File: src/rtl/core_pkg.sv
// Shared definitions for the memory arbiter.
//   owner_e          : which port owns the response slot in the next cycle
//   ADDR_W_DEF       : default word-address width
//   STARVE_LIMIT_DEF : default denied-fetch count before fetch wins
package core_pkg;

  typedef enum logic [1:0] {
    IDLE    = 2'd0,
    RESP_IF = 2'd1,
    RESP_D  = 2'd2
  } owner_e;

  localparam int ADDR_W_DEF       = 16;
  localparam int STARVE_LIMIT_DEF = 4;

endpackage

File: src/rtl/mem_arbiter.sv
// Two-port arbiter sharing one single-cycle-latency memory between
// instruction fetch (if_*) and load/store (d_*).
//   clk, rst           : clock, async active-high reset
//   if_req/if_addr     : fetch request in; if_gnt, if_rvalid, if_rdata out
//   d_req/d_we/d_be/d_addr/d_wdata : data request in; d_gnt, d_rvalid, d_rdata out
//   mem_en/we/be/addr/wdata : memory strobe and request out; mem_rdata in
// Data normally wins; a fetch denied STARVE_LIMIT cycles in a row wins
// the next cycle. Read data returns exactly one cycle after the grant.
module mem_arbiter
  import core_pkg::*;
#(
  parameter int ADDR_W       = ADDR_W_DEF,
  parameter int STARVE_LIMIT = STARVE_LIMIT_DEF
) (
  input  logic              clk,
  input  logic              rst,
  input  logic              if_req,
  input  logic [31:0]       if_addr,
  output logic              if_gnt,
  output logic              if_rvalid,
  output logic [31:0]       if_rdata,
  input  logic              d_req,
  input  logic              d_we,
  input  logic [3:0]        d_be,
  input  logic [31:0]       d_addr,
  input  logic [31:0]       d_wdata,
  output logic              d_gnt,
  output logic              d_rvalid,
  output logic [31:0]       d_rdata,
  output logic              mem_en,
  output logic              mem_we,
  output logic [3:0]        mem_be,
  output logic [ADDR_W-1:0] mem_addr,
  output logic [31:0]       mem_wdata,
  input  logic [31:0]       mem_rdata
);

  owner_e     owner_q, owner_d;
  logic       st_q;       // response in flight belongs to a store
  logic [3:0] starve_q;
  logic       force_if;

  // Byte-offset and high address bits are intentionally dropped.
  logic unused_addr;
  assign unused_addr = ^{if_addr, d_addr};

  assign force_if = (starve_q == 4'(STARVE_LIMIT));

  // Grants are held low during reset so nothing reaches memory.
  always_comb begin
    if_gnt = 1'b0;
    d_gnt  = 1'b0;
    if (!rst) begin
      if (if_req && (!d_req || force_if)) if_gnt = 1'b1;
      else if (d_req)                     d_gnt  = 1'b1;
    end
  end

  always_comb begin
    mem_en    = if_gnt | d_gnt;
    mem_we    = 1'b0;
    mem_be    = 4'h0;
    mem_addr  = '0;
    mem_wdata = 32'h0;
    if (if_gnt) begin
      mem_be   = 4'hF;
      mem_addr = if_addr[ADDR_W+1:2];
    end else if (d_gnt) begin
      mem_we    = d_we;
      mem_be    = d_we ? d_be : 4'hF;
      mem_addr  = d_addr[ADDR_W+1:2];
      mem_wdata = d_wdata;
    end
  end

  // State register: owner, store flag, starvation counter.
  always_ff @(posedge clk or posedge rst) begin
    if (rst) begin
      owner_q  <= IDLE;
      st_q     <= 1'b0;
      starve_q <= 4'd0;
    end else begin
      owner_q  <= owner_d;
      st_q     <= d_gnt & d_we;
      starve_q <= (if_req && !if_gnt) ? starve_q + 4'd1 : 4'd0;
    end
  end

  // Next owner follows this cycle's grant; no grant frees the slot.
  always_comb begin
    owner_d = IDLE;
    if (if_gnt)     owner_d = RESP_IF;
    else if (d_gnt) owner_d = RESP_D;
  end

  // Response outputs; a store acknowledges with zero data.
  always_comb begin
    if_rvalid = 1'b0;
    if_rdata  = 32'h0;
    d_rvalid  = 1'b0;
    d_rdata   = 32'h0;
    case (owner_q)
      RESP_IF: begin
        if_rvalid = 1'b1;
        if_rdata  = mem_rdata;
      end
      RESP_D: begin
        d_rvalid = 1'b1;
        d_rdata  = st_q ? 32'h0 : mem_rdata;
      end
      default: ;
    endcase
  end

endmodule

File: config.mk
export PLATFORM = sky130hd
export DESIGN_NAME = mem_arbiter
export DESIGN_NICKNAME = d
export VERILOG_FILES = /design/src/rtl/core_pkg.sv /design/src/rtl/mem_arbiter.sv
export SDC_FILE = /design/constraint.sdc
export NUM_CORES = 1
export LEC_CHECK = 0
export ABC_AREA = 1
export CAP_MARGIN = 0
export CORE_AREA = 3 3 100 102
export DETAILED_ROUTE_END_ITERATION = 6
export DIE_AREA = 0 0 103 105
export REMOVE_ABC_BUFFERS = 1
export SYNTH_ARGS = -nofsm -noshare
export SYNTH_HDL_FRONTEND = slang
export SYNTH_SLANG_ARGS = --single-unit
File: constraint.sdc
create_clock -name clk -period 4.4 [get_ports clk]
set_clock_uncertainty 0.15 [all_clocks]
set_input_delay 0.88 -clock clk [delete_from_list [all_inputs] [get_ports clk]]
set_output_delay 0.88 -clock clk [all_outputs]
set_load 0.05 [all_outputs]
==> flow_summary.json <==
{
  "start_kind": "input port",
  "cts_buffers": 3,
  "cts_num_sinks": 7,
  "final_nets": 633,
  "worst_r2r_path_depth": 7,
  "worstHoldStart": "starve_q[0]",
  "layout-drive-gt1-share_pct": 16.4,
  "max_freq_mhz": 274,
  "clk_pin_slew_ns": 0.04,
  "critical_path.max_fanout": 37,
  "post_cts_buffers": 0,
  "fin_setup_tns_ns": 0,
  "place_hpwl_mm": 6.40,
  "outcome": "complete, no violations",
  "fin_crit_ns": 3.65,
  "post-route-period-util_pct": 83.0,
  "holdPathStages": 1,
  "die_area_um2": 10800,
  "grt_antenna_before_repair": 0,
  "die_x_um": 103,
  "htree_num_levels": 1,
  "leakagePower_uw": 0.00203,
  "drv_cap": 0,
  "synth-warning-count": 0,
  "peakVddDrop_mv": 0.0708,
  "grt-ovfl-total": 0,
  "post_synth_num_cell_types": 20,
  "ctsHoldBuffers": 0,
  "wl_met3_mm": 1.25,
  "dr.max_layer_used": "met4",
  "drv_slew": 0,
  "clk_latency_ns": 0.22,
  "drt_iter0_drc": 75,
  "grt_pass1_wl_mm": 11.2,
  "die_h_um": 105,
  "setup_viol": 0,
  "globalRouteTotalUtil_pct": 12.8,
  "critPathRequiredTime_ns": 3.37,
  "ys_seq_area_share_pct": 12.4,
  "ant_nets": 0,
  "io_pins": 259,
  "syn-cell-area_um2": 1410,
  "ctsLongestPathBuffers": 2,
  "r2r_setup_slack_ns": 2.52,
  "reg2reg_to": "st_q",
  "worst_pin_slew_ns": 1.06,
  "syn_inst": 278,
  "finalWirelength_mm": 7.42,
  "area.growth.synth_to_final_pct": 191,
  "rsz0062_at_grt": "false",
  "endpoint_kind": "output port",
  "met2WireLength_mm": 3.58,
  "vias": 2440,
  "min_to": "starve_q[0]",
  "relSlewSlack_pct": 29.4,
  "rows": 35,
  "viasPerCell": 4.04,
  "start_util_pct": 15.3,
  "routedWlPerCell_um": 12.3,
  "ys_seq_elements": 7,
  "hold_viol_final": 0,
  "grt_pass1_vias": 2419,
  "grt_max_degree": 38,
  "synth_area_per_cell_um2": 5.07,
  "wl_met1_mm": 2.48,
  "p_total_uw": 623,
  "min_path_type": "reg -> reg",
  "r2r-start": "starve_q[0]",
  "gp_congestion": 0.795,
  "path_class": "in -> out",
  "arrival_ns": 2.62,
  "portBuffers": 226,
  "power.density_nw_per_um2": 152,
  "coreArea_um2": 9200,
  "n_antenna_cell": 0,
  "ctsResizeCount": 0,
  "cts_tree": "built",
  "cts-root-buf": "clkbuf_8",
  "drt_pass1_iterations": 4,
  "drc": 0
}
==> placed cells by master (no fill, tap or decap), types with 2 or more instances in the layout <==
cell type / synthesis / layout
clkdlybuf4s50_1: 0 / 170
nor2_1: 103 / 103
inv_1: 76 / 76
buf_12: 0 / 37
nand2_1: 24 / 24
buf_4: 2 / 21
nand4_1: 16 / 16
nand3_2: 12 / 12
nand3_1: 10 / 10
dfrtp_1: 7 / 7
nand2_4: 3 / 3
or2_2: 3 / 3
clkbuf_8: 0 / 3
ha_1: 2 / 2
==> how the worst max path moves through the flow <==
stage          start            to  slack, ns  cells past startpoint
6_report       d_req  mem_wdata[0]       0.75                      6
5_1_grt        d_req  mem_wdata[4]       0.60                      6
4_1_cts        d_req  mem_wdata[0]       0.70                      6
3_5_place_dp   d_req  mem_wdata[0]       0.71                      6
3_3_place_gp   d_req  mem_wdata[0]       0.74                      6
2_1_floorplan  d_req  mem_wdata[0]       0.78                      4
==> metal layers <==
metal	vias up	track usage [%]
met2	165	23.4
met1	1041	12.1
met3	8	6.28
met5	-	0
li1	1226	-
met4	0	4.07
==> cells in the mapped netlist <==
library cell | instances | area (um^2)
clkbuf_1 | 7 | 26.3
o21ai_0 | 1 | 5.00
buf_1 | 1 | 3.75
dfrtp_1 | 7 | 175
or2_2 | 3 | 18.8
nand3_1 | 10 | 50.1
ha_1 | 2 | 25.0
buf_4 | 2 | 15.0
nand4_1 | 16 | 100
nand2_1 | 24 | 90.1
buf_6 | 2 | 22.5
xnor2_1 | 1 | 8.76
buf_2 | 5 | 25.0
inv_2 | 1 | 3.75
nand3_2 | 12 | 120
nor2_2 | 1 | 6.26
xor2_1 | 1 | 8.76
nand2_4 | 3 | 33.8
inv_1 | 76 | 285
nor2_1 | 103 | 387
==> per-stage QoR <==
| stage | util [%] | instances | area (um^2) | worst slack [ns] | hold slack, ns |
|---|---|---|---|---|---|
| 2_1_floorplan | - | 261 | 1320 | 0.778 | 0.302 |
| 3_3_place_gp | 44.1 | 600 | 4060 | 0.744 | 0.320 |
| 3_5_place_dp | 44.1 | 600 | 4060 | 0.706 | 0.329 |
| 4_1_cts | 44.6 | 604 | 4100 | 0.704 | 0.336 |
| 5_1_grt | 44.6 | 604 | 4100 | 0.602 | 0.364 |
| 6_report | 44.6 | 604 | 4100 | 0.748 | 0.335 |
==> registers in the layout, summed over array words and instances, names as in the netlist <==
| name | flops |
|---|---|
| st_q | 1 |
| owner_q | 2 |
| starve_q | 4 |
==> cells by family (layout without fill, tap and decap cells) <==
logic type / after synthesis / in the layout / synth area share (%)
adders and majority gates: 2 / 2 / 1.77
xor gates and xnor gates: 2 / 2 / 1.24
AOI/OAI and AO/OA: 1 / 1 / 0.355
buffers and inverters: 94 / 309 / 27.1
and+or+nand+nor: 172 / 172 / 57.1
DFF: 7 / 7 / 12.4
==> power breakdown <==
group          internal, uW  switching [uW]
clock network          62.5            25.6
registers              68.1            2.47
logic                   201             263
==> critical path: stages <==
cell and delay [ns]:
clkdlybuf4s50_1 0.52, nand2_4 0.16, nand2_4 0.29, nand2_4 0.28
nor2_1 0.29, buf_12 0.17
==> final cells by class <==
cell class,instances,area (um^2)
clock buffer,4,45.0
fill,925,5090
inverter,77,289
multi-input combinational,177,853
sequential,7,175
tap,111,139
timing repair buffer,228,2600
Note: power is estimated with default switching activity, not from simulation.
==> variant: new RTL, config.mk and constraints unchanged <==
`ADDR_W_DEF`: 16 -> 14.
--- a/src/rtl/core_pkg.sv
+++ b/src/rtl/core_pkg.sv
@@ -12,3 +12,3 @@
 
-  localparam int ADDR_W_DEF       = 16;
+  localparam int ADDR_W_DEF       = 14;
   localparam int STARVE_LIMIT_DEF = 4;
Ports: changed (resized mem_addr); port bits go from 259 to 257. No check against the original RTL was run, so the function may have changed too.
==> variant against the original RTL <==
  * Routed wire length is 9.3% lower
  * Design area down 12%
  * Die area unchanged
  * Setup slack lost 0.34 ns
  * Sequential power about the same
  * Sequential cell count unchanged
  * Area after synthesis shrank 1.9%
  * First-iteration DRC count down 52%
  * Sequential share of layout area increased by 0.58 points
  * Total power fell by 8.5%
  * Register-to-register slack gained 0.19 ns
==> variant: results (changes against the original RTL) <==
[placed_design]
dp_hpwl_mm = 5.86  ; -8.5%
dp_slack_ns = 0.398  ; -0.308 ns
gp_congestion = 0.716  ; -10%
portBuffers = 220  ; -2.7%

[grt]
first_global_vias = 2162  ; -11%
gr-usage-all-layers_pct = 10.7  ; -2.1 points
use_met3_pct = 2.80  ; -3.5 points
met1_usage_pct = 10.6  ; -1.5 points
grt_first_pass_wirelength_mm = 9.43  ; -16%
met2_usage_pct = 20.4  ; -3.0 points

[synthesis]
syn_inst = 270  ; -2.9%
ys_types = 19  ; -5.0%
synth_common_cells = nor2_1, inv_1, nand2_1, nand3_1, nand4_1
synth_seq_area_share_pct = 12.7  ; +0.24 points
ys_top_cells_by_area = nor2_1, inv_1, dfrtp_1, nand3_1, nand4_1

[setup_path]
regToRegSetupSlack_ns = 2.71  ; +0.19 ns
path_max_fanout = 37  ; unchanged
critPathTopFamily = buffers and inverters
slowest_delay_ns = 0.81  ; +0.29 ns

[power_and_ir_drop]
peakVddDrop_v = 0.0000693  ; -2.1%
p_leak_uw = 0.00184  ; -9.5%

[routing]
wl_per_cell_um = 11.3  ; -7.6%
vias = 2319  ; -5.0%
wl_met2_mm = 3.26  ; -8.9%
met1_length_mm = 2.40  ; -3.3%
route.met3.wl_um = 941  ; -24%
wl_mm = 6.73  ; -9.3%

[timing]
fin_ws_ns = 0.411  ; -0.338 ns
whs_ns = 0.333  ; -0.00241 ns

[outcome]
status = complete, no violations

[layout]
nNetsFinal = 622  ; -1.7%
drive_gt1_share_pct = 11.8  ; -4.6 points

==> variant: cell families after synthesis <==
logic type               count (synthesis)  share of synthesized area [%]
AND/OR/NAND/NOR                        166                           55.9
adder cells (fa/ha/maj)                  2                           1.81
buffers and inverters                   92                           28.0
XOR/XNOR                                 2                           1.27
AO/OA/AOI/OAI                            1                          0.361
flip-flops                               7                           12.7
==> variant: area by class of cell <==
class,instances,area [um^2]
inverters,77,289
well taps,111,139
fillers,996,5580
multi-input cells,171,821
flip-flops and latches,7,175
clock buffers,4,45.0
repair buffers,223,2140
==> variant: final timing paths <==
kind                        startpoint             to
max reg2reg                starve_q[0]           st_q
min reg2reg                starve_q[0]    starve_q[0]
min                        starve_q[0]    starve_q[0]
max                              d_req  mem_wdata[27]
max in group asynchronous          rst           st_q
min in group asynchronous          rst    starve_q[3]
==> variant: report_power, final <==
part | internal (uW) | switching [uW]
clock network | 62.4 | 24.7
logic | 166 | 246
registers | 68.1 | 2.28
